--- src/rtl/acq_pkg.sv ---
// Shared types and defaults for the acquisition run controller.
package acq_pkg;

  typedef enum logic [2:0] {
    IDLE  = 3'd0,
    ARM   = 3'd1,
    RUN   = 3'd2,
    DRAIN = 3'd3,
    ERROR = 3'd4
  } state_e;

  // FrameLength field inside host config word 1
  localparam int FL_MSB = 12;
  localparam int FL_LSB = 0;
  localparam int FL_W   = FL_MSB - FL_LSB + 1;

  localparam int ARM_CYCLES_DEF = 16;
  localparam int STALL_W_DEF    = 16;

endpackage

--- src/rtl/acq_watchdog.sv ---
// Word-gap watchdog: counts idle clocks while enabled, flags when it reaches all-ones.
module acq_watchdog
  import acq_pkg::*;
#(
  parameter int W = STALL_W_DEF
) (
  input  logic clk,
  input  logic rst_n,
  input  logic clear,
  input  logic enable,
  output logic expired
);

  logic [W-1:0] cnt_q, cnt_d;

  assign expired = &cnt_q;

  always_comb begin
    cnt_d = cnt_q;
    if (clear)                   cnt_d = '0;
    else if (enable && !expired) cnt_d = cnt_q + 1'b1;
  end

  always_ff @(posedge clk or negedge rst_n) begin
    if (!rst_n) cnt_q <= '0;
    else        cnt_q <= cnt_d;
  end

endmodule

--- src/rtl/acq_ctrl.sv ---
// Acquisition run controller: arms the packer, counts frames, ends runs and
// traps FIFO overflow / word-stall errors.
module acq_ctrl
  import acq_pkg::*;
#(
  parameter int FRAMES_W   = 24,
  parameter int ARM_CYCLES = ARM_CYCLES_DEF,
  parameter int STALL_W    = STALL_W_DEF
) (
  input  logic                clk,
  input  logic                rst_n,
  input  logic                cmd_start,
  input  logic                cmd_stop,
  input  logic [FRAMES_W-1:0] cfg_frames,
  input  logic [31:0]         cfg_reg1_in,
  input  logic [31:0]         cfg_reg2_in,
  input  logic                pkt_valid,
  input  logic [12:0]         pkt_sextet,
  input  logic                fifo_full,
  output logic                packer_rst,
  output logic [31:0]         packer_cfg1,
  output logic [31:0]         packer_cfg2,
  output logic                busy,
  output logic                run_done,
  output logic [FRAMES_W-1:0] frames_done,
  output logic                err_overflow,
  output logic                err_stall
);

  localparam int ARM_W = (ARM_CYCLES > 1) ? $clog2(ARM_CYCLES) : 1;
  localparam logic [ARM_W-1:0] ARM_LAST = ARM_W'(ARM_CYCLES - 1);

  // Reset asserts immediately, releases two clocks after rst_n rises
  logic [1:0] rst_sync_q, rst_sync_d;
  logic       rst_int_n;

  assign rst_sync_d = {rst_sync_q[0], 1'b1};
  assign rst_int_n  = rst_sync_q[1];

  always_ff @(posedge clk or negedge rst_n) begin
    if (!rst_n) rst_sync_q <= 2'b00;
    else        rst_sync_q <= rst_sync_d;
  end

  state_e              state_q, state_d;
  logic [ARM_W-1:0]    arm_cnt_q, arm_cnt_d;
  logic [31:0]         cfg1_q, cfg1_d, cfg2_q, cfg2_d;
  logic [FRAMES_W-1:0] frames_q, frames_d;
  logic [FRAMES_W-1:0] fd_q, fd_d, fd_inc;
  logic                run_done_q, run_done_d;
  logic                ovf_q, ovf_d, stall_q, stall_d;

  logic start_ok, frame_end, run_hit, active, wd_expired;

  assign active    = (state_q == RUN) || (state_q == DRAIN);
  assign start_ok  = cmd_start && !cmd_stop && (cfg_reg1_in[FL_MSB:FL_LSB] != '0);
  assign frame_end = pkt_valid && (pkt_sextet == cfg1_q[FL_MSB:FL_LSB]);
  assign fd_inc    = (&fd_q) ? fd_q : fd_q + 1'b1;
  assign run_hit   = (frames_q != '0) && (fd_inc == frames_q);

  acq_watchdog #(.W(STALL_W)) u_wd (
    .clk     (clk),
    .rst_n   (rst_int_n),
    .clear   (pkt_valid || !active),
    .enable  (active),
    .expired (wd_expired)
  );

  always_comb begin
    state_d    = state_q;
    arm_cnt_d  = arm_cnt_q;
    cfg1_d     = cfg1_q;
    cfg2_d     = cfg2_q;
    frames_d   = frames_q;
    fd_d       = fd_q;
    ovf_d      = ovf_q;
    stall_d    = stall_q;
    run_done_d = 1'b0;
    case (state_q)
      IDLE, ERROR: begin
        if (cmd_stop) begin
          state_d = IDLE;
        end else if (start_ok) begin
          state_d   = ARM;
          arm_cnt_d = '0;
          cfg1_d    = cfg_reg1_in;
          cfg2_d    = cfg_reg2_in;
          frames_d  = cfg_frames;
          fd_d      = '0;
          ovf_d     = 1'b0;
          stall_d   = 1'b0;
        end
      end
      ARM: begin
        if (cmd_stop)                  state_d = IDLE;
        else if (arm_cnt_q == ARM_LAST) state_d = RUN;
        else                           arm_cnt_d = arm_cnt_q + 1'b1;
      end
      RUN: begin
        // Overflow wins over everything, and its coincident frame is dropped
        if (fifo_full) begin
          state_d = ERROR;
          ovf_d   = 1'b1;
        end else if (wd_expired && !pkt_valid) begin
          state_d = ERROR;
          stall_d = 1'b1;
        end else if (frame_end) begin
          fd_d = fd_inc;
          if (run_hit) begin
            state_d    = IDLE;
            run_done_d = 1'b1;
          end else if (cmd_stop) begin
            state_d = DRAIN;
          end
        end else if (cmd_stop) begin
          state_d = DRAIN;
        end
      end
      DRAIN: begin
        if (fifo_full) begin
          state_d = ERROR;
          ovf_d   = 1'b1;
        end else if (wd_expired && !pkt_valid) begin
          state_d = ERROR;
          stall_d = 1'b1;
        end else if (frame_end) begin
          fd_d       = fd_inc;
          state_d    = IDLE;
          run_done_d = 1'b1;
        end
      end
      default: state_d = IDLE;
    endcase
  end

  always_ff @(posedge clk or negedge rst_int_n) begin
    if (!rst_int_n) begin
      state_q    <= IDLE;
      arm_cnt_q  <= '0;
      cfg1_q     <= '0;
      cfg2_q     <= '0;
      frames_q   <= '0;
      fd_q       <= '0;
      run_done_q <= 1'b0;
      ovf_q      <= 1'b0;
      stall_q    <= 1'b0;
    end else begin
      state_q    <= state_d;
      arm_cnt_q  <= arm_cnt_d;
      cfg1_q     <= cfg1_d;
      cfg2_q     <= cfg2_d;
      frames_q   <= frames_d;
      fd_q       <= fd_d;
      run_done_q <= run_done_d;
      ovf_q      <= ovf_d;
      stall_q    <= stall_d;
    end
  end

  assign busy         = (state_q != IDLE);
  assign packer_rst   = !active;
  assign packer_cfg1  = cfg1_q;
  assign packer_cfg2  = cfg2_q;
  assign run_done     = run_done_q;
  assign frames_done  = fd_q;
  assign err_overflow = ovf_q;
  assign err_stall    = stall_q;

endmodule

--- config.mk ---
export PLATFORM = sky130hd
export DESIGN_NAME = acq_ctrl
export DESIGN_NICKNAME = d
export VERILOG_FILES = /design/src/rtl/acq_pkg.sv /design/src/rtl/acq_watchdog.sv /design/src/rtl/acq_ctrl.sv
export SDC_FILE = /design/constraint.sdc
export NUM_CORES = 1
export LEC_CHECK = 0
export BUFFER_PORTS_ARGS = -buffer_cell sky130_fd_sc_hd__buf_2
export CORE_ASPECT_RATIO = 1.5
export CORE_MARGIN = 2
export CORE_UTILIZATION = 38
export CTS_CLUSTER_DIAMETER = 100
export DETAILED_ROUTE_END_ITERATION = 6
export GPL_TIMING_DRIVEN = 0
export PLACE_DENSITY = 0.59
export SYNTH_ARGS = -nofsm -noshare
export SYNTH_HDL_FRONTEND = slang
export SYNTH_SLANG_ARGS = --single-unit
--- constraint.sdc ---
create_clock -name clk -period 5.7 [get_ports clk]
set_input_delay 1.14 -clock clk [delete_from_list [all_inputs] [get_ports clk]]
set_output_delay 1.14 -clock clk [all_outputs]
set_load 0.005 [all_outputs]
==> impl_results.md, run 1 <==
- Total GRT Usage: 22.9%
- Kind of capture point of the worst setup path: flop
- Via count: 6,308
- Hold Buf Count CTS: 0
- Die X: 117 um
- Starting density of the core: 38.5%
- Setup Crit Path Kind: reg -> reg
- Logic gate share of total power: 31.1%
- Peak Freq: 0.279 GHz
- Via count of the first global-routing pass: 6,579
- Data arrival time of the critical path: 3.94 ns
- Peak per-stage delay on the critical path: 0.53 ns
- Launching point of the worst reg2reg path: frames_done[0]$_DFFE_PN0P_
- Summed area of non-filler cells in the final layout: 9270 sq um
- Routed met3 length: 1.46 mm
- Number of H-tree branching levels: 4
- Count of final hold-check violations: 0
- Number of endpoints failing setup at the final stage: 0
- Net Switching: 0.00129 W
- Critical path peak fanout: 10
- Fraction of the core area covered by cells at the end of the flow: 48.8%
- Power per standard cell area: 428 nW/um^2
- Post-layout net count: 1,012
- Number of flops mapped to enable cells by yosys: 0
- Residual DRC: 0
- Minimum setup slack among reg-to-reg paths: 2.11 ns
- ANT nets after route: 0
- Pwr Total: 0.00397 W
- First-pass detailed-route iteration total: 4
- Routed len/inst: 19.1 um
- CP cell instances: ha_1 > nand3_1 > or2_1 > buf_4 > nor2_1 > o21ai_0 > a2111oi_4 > nand4_1 > nor3b_1 > o21ba_1
- Total number of clock tree sinks: 140
- Count of warnings emitted by yosys: 0
- Run status: complete, no violations
- Number of violations of the max-capacitance limit: 0
- Critical Path Start Type: flop
- Leakage: 4.08 nW
- Ports placed on the boundary: 200
- Area post-placement: 8690 sq um
- Clock transition time at the flip-flop clock pins of the worst setup and hold paths: 0.06 ns
- Worst min-delay path class: reg -> async
- Rel. slew slack: 38.2%
- Clock buffer depth: 2
- Synthesized area per cell: 10.7 sq um
- Remaining global-route overflow: 0
- Max IR drop VDD: 336 uV
- Vias per Instance: 5.39
- Final RePlAce weighted congestion: 0.958
- Part of the power in the clock network: 28.1%
- Die area: 20,400 sq um
- Most used flip-flop cell after synthesis: dfrtp_1
- Fin Clk Skew: 0.00853 ns
- Count of routing violations after the opening detailed-route iteration: 301
- Slew at the pin with the worst max-slew slack: 0.919 ns
- Final wirelength: 22.3 mm
- Detailed-routing wirelength on met1: 7.95 mm
- Fraction of power spent switching nets: 32.5%
- Async SR Flop Fraction: 100%
- Slowest-stage cell, CP: dfrtp_1
- Sequential power share: 40.8%
- Clock root buffer: clkbuf_16
- Post-CTS Setup Inserts: 0
- Area overhead of the layout relative to synthesis: 26.8%
- Fillers: 1,814
- Sequential Area: 3510 sq um
- Share of synthesized area occupied by flip-flops and latches: 47.9%
- Maximum number of pins on one net before global-route repair: 54
- Die height: 174 um
- Resize count post-CTS: 0
- Post-DP HPWL: 17.4 mm
- First-pass GRT wire length: 35.2 mm
- Number of input and output port buffers inserted: 199
- Unrepaired setup endpoints after global routing: false
- Number of cells traversed by the worst register-to-register path: 10
- Portion of the clock cycle consumed by the worst path in the final layout: 62.9%
- Final max-slew violation count: 0
- Number of buffers inserted during clock tree synthesis: 17
- Cell Int Power: 0.00268 W
- Net count after synthesis: 792
- Endpoint of the most critical register-to-register path: run_done$_DFF_PN0_
- CTS tree: done
- Routed wire length on met2: 11.8 mm
- Synthesized instance count: 682
- Worst path required time: 6.05 ns
- Core region area: 19,000 sq um
- Highest metal used: met4
- Register bit total from synthesis: 140
- Area of the mapped netlist: 7320 sq um
- Critical path buffer and inverter count: 1
- Most common library cell in the layout ignoring fill and taps: buf_2
- Row count: 62
- Clock latency of the later-clocked register in the worst-skew pair: 0.43 ns
- Share of final-layout standard cells stronger than drive strength 1: 37.5%
- Final worst path period need: 3.59 ns
- Most frequent cells in the layout: 203 x buf_2, 139 x dfrtp_1, 85 x mux2_2, 60 x nor2_1, 40 x nand2_1
- Cell class contributing the biggest share of worst-path delay: simple AND/OR/NAND/NOR gates
- Combined area of the multi-input logic cells: 3630 sq um
- Count of different cell masters after synthesis: 73
- Initial antenna violation count: 1
==> through the flow <==
step	instances	TNS, ns	setup WS [ns]	hold slack (ns)
floorplan	682	0	1.51	0.331
global placement	1137	-48.68	-0.369	0.337
detailed placement	1139	0	1.97	0.322
CTS	1170	0	2.19	0.331
global route	1170	0	1.96	0.366
finish	1171	0	2.11	0.309
==> worst max path at each step <==
| stage | from | end | slack, ns | cells after the start |
|---|---|---|---|---|
| finish | frames_done[0]$_DFFE_PN0P_ | run_done$_DFF_PN0_ | 2.11 | 10 |
| detailed placement | cfg_reg1_in[10] | packer_cfg1[11]$_DFFE_PN0P_ | 1.97 | 7 |
| global route | frames_done[0]$_DFFE_PN0P_ | state_q[1]$_DFFE_PN0P_ | 1.96 | 10 |
| CTS | frames_done[0]$_DFFE_PN0P_ | state_q[1]$_DFFE_PN0P_ | 2.19 | 10 |
| global placement | rst_sync_q[1]$_DFF_PN0_ | frames_done[16]$_DFFE_PN0P_ | -0.37 | 0 |
| floorplan | rst_sync_q[1]$_DFF_PN0_ | arm_cnt_q[0]$_DFFE_PN0P_ | 1.51 | 0 |
==> synth_stat cells, types with 2 or more instances <==
master     count  area, sq um
buf_4          4         30.0
ha_1           3         37.5
or3_1          6         37.5
dfrtp_1      140         3500
o31ai_1       15          113
a2111oi_0      3         26.3
a21oi_1       25          125
or4_1          3         22.5
and2_1         9         56.3
nand3_1       16         80.1
and3_1         9         56.3
a311oi_1       4         35.0
buf_2          4         20.0
inv_1         10         37.5
o21ai_0       32          160
nand4_1       23          144
nand4_4        2         42.5
o211ai_1       3         22.5
clkbuf_1      21         78.8
nand2_1       40          150
mux2_2        85          957
nor3_1        14         70.1
mux2i_1        2         20.0
o311ai_0       2         17.5
o41ai_1        4         35.0
a22oi_1        3         22.5
a31oi_1        7         43.8
a211oi_1       5         37.5
o21ai_1        2         10.0
nand2b_1       6         37.5
nor4_1        17          106
and4_1         4         35.0
nor2b_1        4         25.0
xor2_1        24          210
a22o_1         2         17.5
nor2_1        60          225
xnor2_1       32          280
a41o_1         2         20.0
==> worst reg2reg max path, delay by kind of cell, from the launching register on <==
kind | cells | cell delay, ns
AOI/OAI and AO/OA | 3 | 0.96
adders and majority gates | 1 | 0.33
buffers and inverters | 1 | 0.22
DFF | 1 | 0.53
and+or+nand+nor | 5 | 1.47
==> sequential cells by signal, indices dropped and copies added, names as in the netlist, 2 cells and up <==
signal,count
u_wd.cnt_q,16
state_q,3
frames_done,24
packer_cfg1,32
rst_sync_q,2
arm_cnt_q,4
frames_q,24
packer_cfg2,32
==> cell families after synthesis <==
group / Yosys count / share of synthesized area [%]
AND/OR/NAND/NOR: 227 / 16.8
flip-flops: 140 / 47.9
AO/OA/AOI/OAI: 127 / 12.2
multiplexers: 87 / 13.4
XOR/XNOR: 56 / 6.70
buffers and inverters: 41 / 2.50
adder cells (fa/ha/maj): 3 / 0.513
other: 1 / 0.0513
==> layer usage <==
layer / up-vias / track usage, %
met1: 3058 / 24.6
met3: 59 / 5.96
met2: 232 / 39.8
li1: 2959 / -
met4: 0 / 12.5
met5: - / 0
==> final cells by class <==
type	count	area share (%)
multi-input combinational	501	39.1
sequential	140	37.8
timing repair buffer	201	11.3
clock buffer	18	4.63
tap	256	3.45
clock inverter	13	1.63
buffer	31	1.57
inverter	10	0.405
antenna	1	0.0270
==> power groups by stage <==
stage / Sequential (W) / Clock (W) / Combinational, W
final: 0.00162 / 0.00111 / 0.00123
after global routing: 0.00167 / 0.00118 / 0.00134
after floorplan: 0.00160 / 0 / 0.000724
after CTS: 0.00163 / 0.00114 / 0.00125
after global placement: 0.00164 / 0 / 0.00121
after detailed placement: 0.00163 / 0 / 0.00125
Note: power is estimated with default switching activity, not from simulation.
==> run 2: changes to the inputs <==
- clock period: 5.7 -> 3.4 ns (I/O delays scaled with it)
==> run 2 against run 1 <==
  * Sequential power rose by 67%
  * Combinational power is 70% higher
  * Clock-buffer cell count unchanged
  * Sequential share of layout area is 0.23 points lower
  * Global-route usage down 0.25 points
  * Critical path type unchanged
  * Critical endpoint is now state_q[0]$_DFFE_PN0P_
  * Largest cell class unchanged
==> impl_results.md, run 2 (synthesized netlist as in run 1, its figures left out) <==
- Worst path required time: 3.70 ns (was 6.05 ns)
- Remaining global-route overflow: 0 (unchanged)
- Count of routing violations after the opening detailed-route iteration: 320 (was 301)
- Post-layout net count: 1,012 (unchanged)
- Number of violations of the max-capacitance limit: 0 (unchanged)
- Dpl ws: 0.0179 ns (was 1.97 ns)
- Starting density of the core: 38.5% (unchanged)
- Number of input and output port buffers inserted: 199 (unchanged)
- Kind of capture point of the worst setup path: flop (unchanged)
- Core region area: 19,000 sq um (unchanged)
- Routed len/inst: 18.9 um (was 19.1 um)
- Final wirelength: 22.2 mm (was 22.3 mm)
- Count of final hold-check violations: 0 (unchanged)
- Smallest hold slack: 0.0263 ns (was 0.309 ns)
- Die X: 117 um (unchanged)
- First-pass detailed-route iteration total: 7 (was 4)
- Clock buffer depth: 2 (unchanged)
- Total number of clock tree sinks: 140 (unchanged)
- Setup Crit Path Kind: reg -> reg (unchanged)
- Via count of the first global-routing pass: 6,566 (was 6,579)
- Data arrival time of the critical path: 3.57 ns (was 3.94 ns)
- Peak Freq: 0.306 GHz (was 0.279 GHz)
- Fraction of the core area covered by cells at the end of the flow: 49.1% (was 48.8%)
- Die height: 174 um (unchanged)
- Critical path peak fanout: 8 (was 10)
- Hold Buf Count CTS: 0 (unchanged)
- Critical Path Start Type: flop (unchanged)
- Row count: 62 (unchanged)
- Residual DRC: 0 (unchanged)
- Number of H-tree branching levels: 4 (unchanged)
- Run status: complete, no violations (unchanged)
- CTS tree: done (unchanged)
- Clock root buffer: clkbuf_16 (unchanged)
- Max IR drop VDD: 516 uV (was 336 uV)
- Leakage: 4.10 nW (was 4.08 nW)
- Fin Clk Skew: 0.00863 ns (was 0.00853 ns)
- Clock transition time at the flip-flop clock pins of the worst setup and hold paths: 0.06 ns (about the same)
- Number of buffers inserted during clock tree synthesis: 17 (unchanged)
- Final RePlAce weighted congestion: 1.01 (was 0.958)
- Area overhead of the layout relative to synthesis: 27.6% (was 26.8%)
- Final worst path period need: 3.27 ns (was 3.59 ns)
- Vias per Instance: 5.35 (was 5.39)
- Slew at the pin with the worst max-slew slack: 0.844 ns (was 0.919 ns)
- Die area: 20,400 sq um (unchanged)
- Ports placed on the boundary: 200 (unchanged)
- Power per standard cell area: 725 nW/um^2 (was 428 nW/um^2)
- Clock latency of the later-clocked register in the worst-skew pair: 0.42 ns (was 0.43 ns)
- Post-DP HPWL: 17.1 mm (was 17.4 mm)
- Final max-slew violation count: 0 (unchanged)
- Unrepaired setup endpoints after global routing: false (unchanged)
- ANT nets after route: 0 (unchanged)
- Worst min-delay path class: in -> async (was reg -> async)
- Most common library cell in the layout ignoring fill and taps: buf_2 (unchanged)
- First-pass GRT wire length: 35.1 mm (was 35.2 mm)
- Portion of the clock cycle consumed by the worst path in the final layout: 96.1% (was 62.9%)
- Via count: 6,273 (was 6,308)
- Maximum number of pins on one net before global-route repair: 64 (was 54)
- Share of final-layout standard cells stronger than drive strength 1: 38.4% (was 37.5%)
- Most frequent cells in the layout: 203 x buf_2, 137 x dfrtp_1, 85 x mux2_2, 59 x nor2_1, 40 x nand2_1 (was 203 x buf_2, 139 x dfrtp_1, 85 x mux2_2, 60 x nor2_1, 40 x nand2_1)
- Number of endpoints failing setup at the final stage: 0 (unchanged)
- Worst-case setup margin in the final layout: 0.131 ns (was 2.11 ns)
- Rel. slew slack: 43.2% (was 38.2%)
- Initial antenna violation count: 1 (unchanged)
- Total GRT Usage: 22.6% (was 22.9%)
-- run 2: what timing repair did --
item | in CTS | in global routing
setup buffers | 0 | 0
resized for setup | 1 | 7
setup endpoints to repair | 1 | 3
-- run 2: report_power, final --
group,switching [W],internal (W),total [W],leakage (nW)
clock,0.000787,0.00119,0.00198,0.309
combinational,0.000976,0.00111,0.00209,2.04
sequential,0.000460,0.00224,0.00270,1.75
-- run 2: per-stage QoR --
step / power (W) / TNS (ns) / area [sq um] / std cells
detailed placement: 0.00483 / 0 / 8690 / 1139
CTS: 0.00684 / 0 / 9320 / 1171
finish: 0.00677 / 0 / 9340 / 1172
global placement: 0.00479 / -0.0217 / 8630 / 1137
floorplan: 0.00389 / 0 / 7320 / 682
global route: 0.00717 / 0 / 9340 / 1171
-- run 2: worst paths after layout --
check                                                 from                    endpoint  slack, ns  depth (start not counted)
worst min register to register     rst_sync_q[1]$_DFF_PN0_    frames_q[19]$_DFFE_PN0P_       0.26                          0
min in group clk                   rst_sync_q[0]$_DFF_PN0_     rst_sync_q[1]$_DFF_PN0_       0.35                          0
max in group asynchronous          rst_sync_q[1]$_DFF_PN0_  packer_cfg2[5]$_DFFE_PN0P_       2.21                          2
worst max-delay path            frames_done[7]$_DFFE_PN0P_      state_q[0]$_DFFE_PN0P_       0.13                          8
worst max register to register  frames_done[7]$_DFFE_PN0P_      state_q[0]$_DFFE_PN0P_       0.13                          8
worst min-delay path                                 rst_n     rst_sync_q[1]$_DFF_PN0_       0.03                          1
-- run 2: routing by layer --
layer	vias up	GRT usage (%)	routed length, um
met1	3015	25.5	8240
met2	250	39.7	11800
met4	0	9.80	829
met5	-	0	0
met3	43	5.44	1350
li1	2965	-	-
-- run 2: area by class of cell --
class,instances,area (sq um)
timing repair buffer,201,1050
clock inverter,14,184
multi-input combinational,501,3650
sequential,140,3510
tap,256,320
buffer,31,145
antenna,1,2.50
inverter,10,37.5
fill,1816,9670
clock buffer,18,439
-- run 2: worst max-delay path, cell delays in order, from the launching register on --
cell and delay (ns):
dfrtp_1 0.53, nand4_4 0.20, nor2_1 0.59, o21ai_1 0.39, or4_1 0.57, xnor2_1 0.34
nand4_1 0.18, nor3_1 0.24, o211ai_1 0.10
==> run 3: changes to the inputs <==
- SETUP_SLACK_MARGIN: unset -> 0.2
==> run 3 against run 2 <==
  * Maximum frequency is 6.4% higher
  * Final area is 0.21% higher
  * Clock power hardly changed
  * Highest routed layer unchanged
  * Sequential share of layout area is 0.080 points lower
  * Routed wire length hardly changed
  * Critical path type unchanged
  * First-iteration DRC count is 6.9% lower
==> impl_results.md, run 3 (synthesized netlist as in run 1, its figures left out) <==
- Run status: complete, no violations (unchanged)
- Count of routing violations after the opening detailed-route iteration: 298 (was 320)
- Smallest hold slack: 0.0258 ns (was 0.0263 ns)
- Share of final-layout standard cells stronger than drive strength 1: 39.1% (was 38.4%)
- Critical path peak fanout: 10 (was 8)
- Worst path required time: 3.70 ns (about the same)
- Vias per Instance: 5.35 (about the same)
- Clock root buffer: clkbuf_16 (unchanged)
- Die height: 174 um (unchanged)
- First-pass detailed-route iteration total: 7 (unchanged)
- Worst-case setup margin in the final layout: 0.327 ns (was 0.131 ns)
- Resize count post-CTS: 6 (was 1)
- Number of H-tree branching levels: 4 (unchanged)
- Area overhead of the layout relative to synthesis: 27.9% (was 27.6%)
- Hold Buf Count CTS: 0 (unchanged)
- Via count of the first global-routing pass: 6,570 (was 6,566)
- First-pass GRT wire length: 35.1 mm (about the same)
- Most common library cell in the layout ignoring fill and taps: buf_2 (unchanged)
- Slowest-stage cell, CP: nor4_2 (was nor2_1)
- Number of violations of the max-capacitance limit: 0 (unchanged)
- Post-layout net count: 1,012 (unchanged)
- Worst setup path startpoint: frames_done[11]$_DFFE_PN0P_ (was frames_done[7]$_DFFE_PN0P_)
- Setup Crit Path Kind: reg -> reg (unchanged)
- Peak per-stage delay on the critical path: 0.71 ns (was 0.59 ns)
- Clock latency of the later-clocked register in the worst-skew pair: 0.42 ns (about the same)
- ANT nets after route: 0 (unchanged)
- Dpl ws: 0.0179 ns (unchanged)
- Critical Path Start Type: flop (unchanged)
- Ports placed on the boundary: 200 (unchanged)
- CP cell instances: clkbuf_2 > nand4_4 > nor4_2 > nand2_1 > a211oi_1 > nor4_1 > nand4_1 > nor3b_1 > o21ba_1 (was nand4_4 > nor2_1 > o21ai_1 > or4_1 > xnor2_1 > nand4_1 > nor3_1 > o211ai_1)
- Routed len/inst: 18.9 um (about the same)
- Data arrival time of the critical path: 3.37 ns (was 3.57 ns)
- Max IR drop VDD: 516 uV (about the same)
- Final worst path period need: 3.07 ns (was 3.27 ns)
- Worst min-delay path class: in -> async (unchanged)
- Power per standard cell area: 724 nW/um^2 (was 725 nW/um^2)
- Row count: 62 (unchanged)
- Unrepaired setup endpoints after global routing: true (was false)
- Leakage: 4.11 nW (was 4.10 nW)
- Minimum setup slack among reg-to-reg paths: 0.33 ns (was 0.13 ns)
- Rel. slew slack: 43.7% (was 43.2%)
- Final-layout setup total negative slack: 0 ns (unchanged)
- Area post-placement: 8690 sq um (unchanged)
- Number of endpoints failing setup at the final stage: 0 (unchanged)
- Final max-slew violation count: 0 (unchanged)
- Clock buffer depth: 2 (unchanged)
- Launching point of the worst reg2reg path: frames_done[11]$_DFFE_PN0P_ (was frames_done[7]$_DFFE_PN0P_)
- Total GRT Usage: 22.6% (about the same)
- Post-CTS Setup Inserts: 0 (unchanged)
- Summed area of non-filler cells in the final layout: 9360 sq um (was 9340 sq um)
- Initial antenna violation count: 1 (unchanged)
- Endpoint of the most critical register-to-register path: run_done$_DFF_PN0_ (was state_q[0]$_DFFE_PN0P_)
- Via count: 6,274 (was 6,273)
- Critical path buffer and inverter count: 1 (was 0)
- Number of buffers inserted during clock tree synthesis: 17 (unchanged)
- Die area: 20,400 sq um (unchanged)
- Peak Freq: 0.325 GHz (was 0.306 GHz)
- Final wirelength: 22.2 mm (about the same)
- Maximum number of pins on one net before global-route repair: 64 (unchanged)
- Final RePlAce weighted congestion: 1.01 (unchanged)
- Die X: 117 um (unchanged)
- Slew at the pin with the worst max-slew slack: 0.838 ns (was 0.844 ns)
- CTS tree: done (unchanged)
- Core region area: 19,000 sq um (unchanged)
- Number of cells traversed by the worst register-to-register path: 9 (was 8)
- Post-DP HPWL: 17.1 mm (unchanged)
- Most frequent cells in the layout: 203 x buf_2, 137 x dfrtp_1, 85 x mux2_2, 57 x nor2_1, 40 x nand2_1 (was 203 x buf_2, 137 x dfrtp_1, 85 x mux2_2, 59 x nor2_1, 40 x nand2_1)
- Count of final hold-check violations: 0 (unchanged)
- Cell class contributing the biggest share of worst-path delay: simple AND/OR/NAND/NOR gates (unchanged)
- Pwr Total: 0.00677 W (about the same)
- Fin Clk Skew: 0.00938 ns (was 0.00863 ns)
- Number of input and output port buffers inserted: 199 (unchanged)
- Portion of the clock cycle consumed by the worst path in the final layout: 90.4% (was 96.1%)
- Starting density of the core: 38.5% (unchanged)
- Residual DRC: 0 (unchanged)
- Total number of clock tree sinks: 140 (unchanged)
- Kind of capture point of the worst setup path: flop (unchanged)
- Remaining global-route overflow: 0 (unchanged)
- Clock transition time at the flip-flop clock pins of the worst setup and hold paths: 0.07 ns (was 0.06 ns)
run 3: routing by layer:
metal  routed length [um]  vias to the layer above  GRT usage [%]
li1                     -                     2966              -
met1                 8090                     2977           25.4
met3                 1540                       50           5.47
met4                  913                        0           9.95
met2                11600                      281           39.6
met5                    0                        -              0
run 3: worst reg2reg max path: cells and delay by family, from the launching register on:
| kind | cells | cell delay [ns] |
|---|---|---|
| DFF | 1 | 0.34 |
| and+or+nand+nor | 6 | 1.62 |
| buffers and inverters | 1 | 0.25 |
| AOI/OAI and AO/OA | 2 | 0.76 |
run 3: final cells by class:
class | instances | area, sq um
Antenna cell | 1 | 2.50
Buffer | 31 | 148
Clock buffer | 18 | 439
Clock inverter | 14 | 184
Fill cell | 1818 | 9650
Inverter | 10 | 37.5
Multi-Input combinational cell | 501 | 3670
Sequential cell | 140 | 3510
Tap cell | 256 | 320
Timing Repair Buffer | 201 | 1050
run 3: per-stage QoR:
step           std cells  utilization (%)
2_1_floorplan        682                -
3_3_place_gp        1137             45.4
3_5_place_dp        1139             45.7
4_1_cts             1171             49.1
5_1_grt             1171             49.2
6_report            1172             49.2
run 3: report_power, final:
part	internal, W	switching (W)
sequential	0.00224	0.000460
clock	0.00119	0.000790
combinational	0.00112	0.000976
total	0.00455	0.00223
run 3: worst max-delay path by stage:
stage / slack, ns / depth (start not counted) / endpoint
floorplan: 0.75 / 10 / state_q[1]$_DFFE_PN0P_
global placement: -0.02 / 10 / state_q[1]$_DFFE_PN0P_
detailed placement: 0.02 / 10 / state_q[1]$_DFFE_PN0P_
CTS: 0.22 / 11 / state_q[1]$_DFFE_PN0P_
global route: 0.19 / 9 / state_q[1]$_DFFE_PN0P_
finish: 0.33 / 9 / run_done$_DFF_PN0_
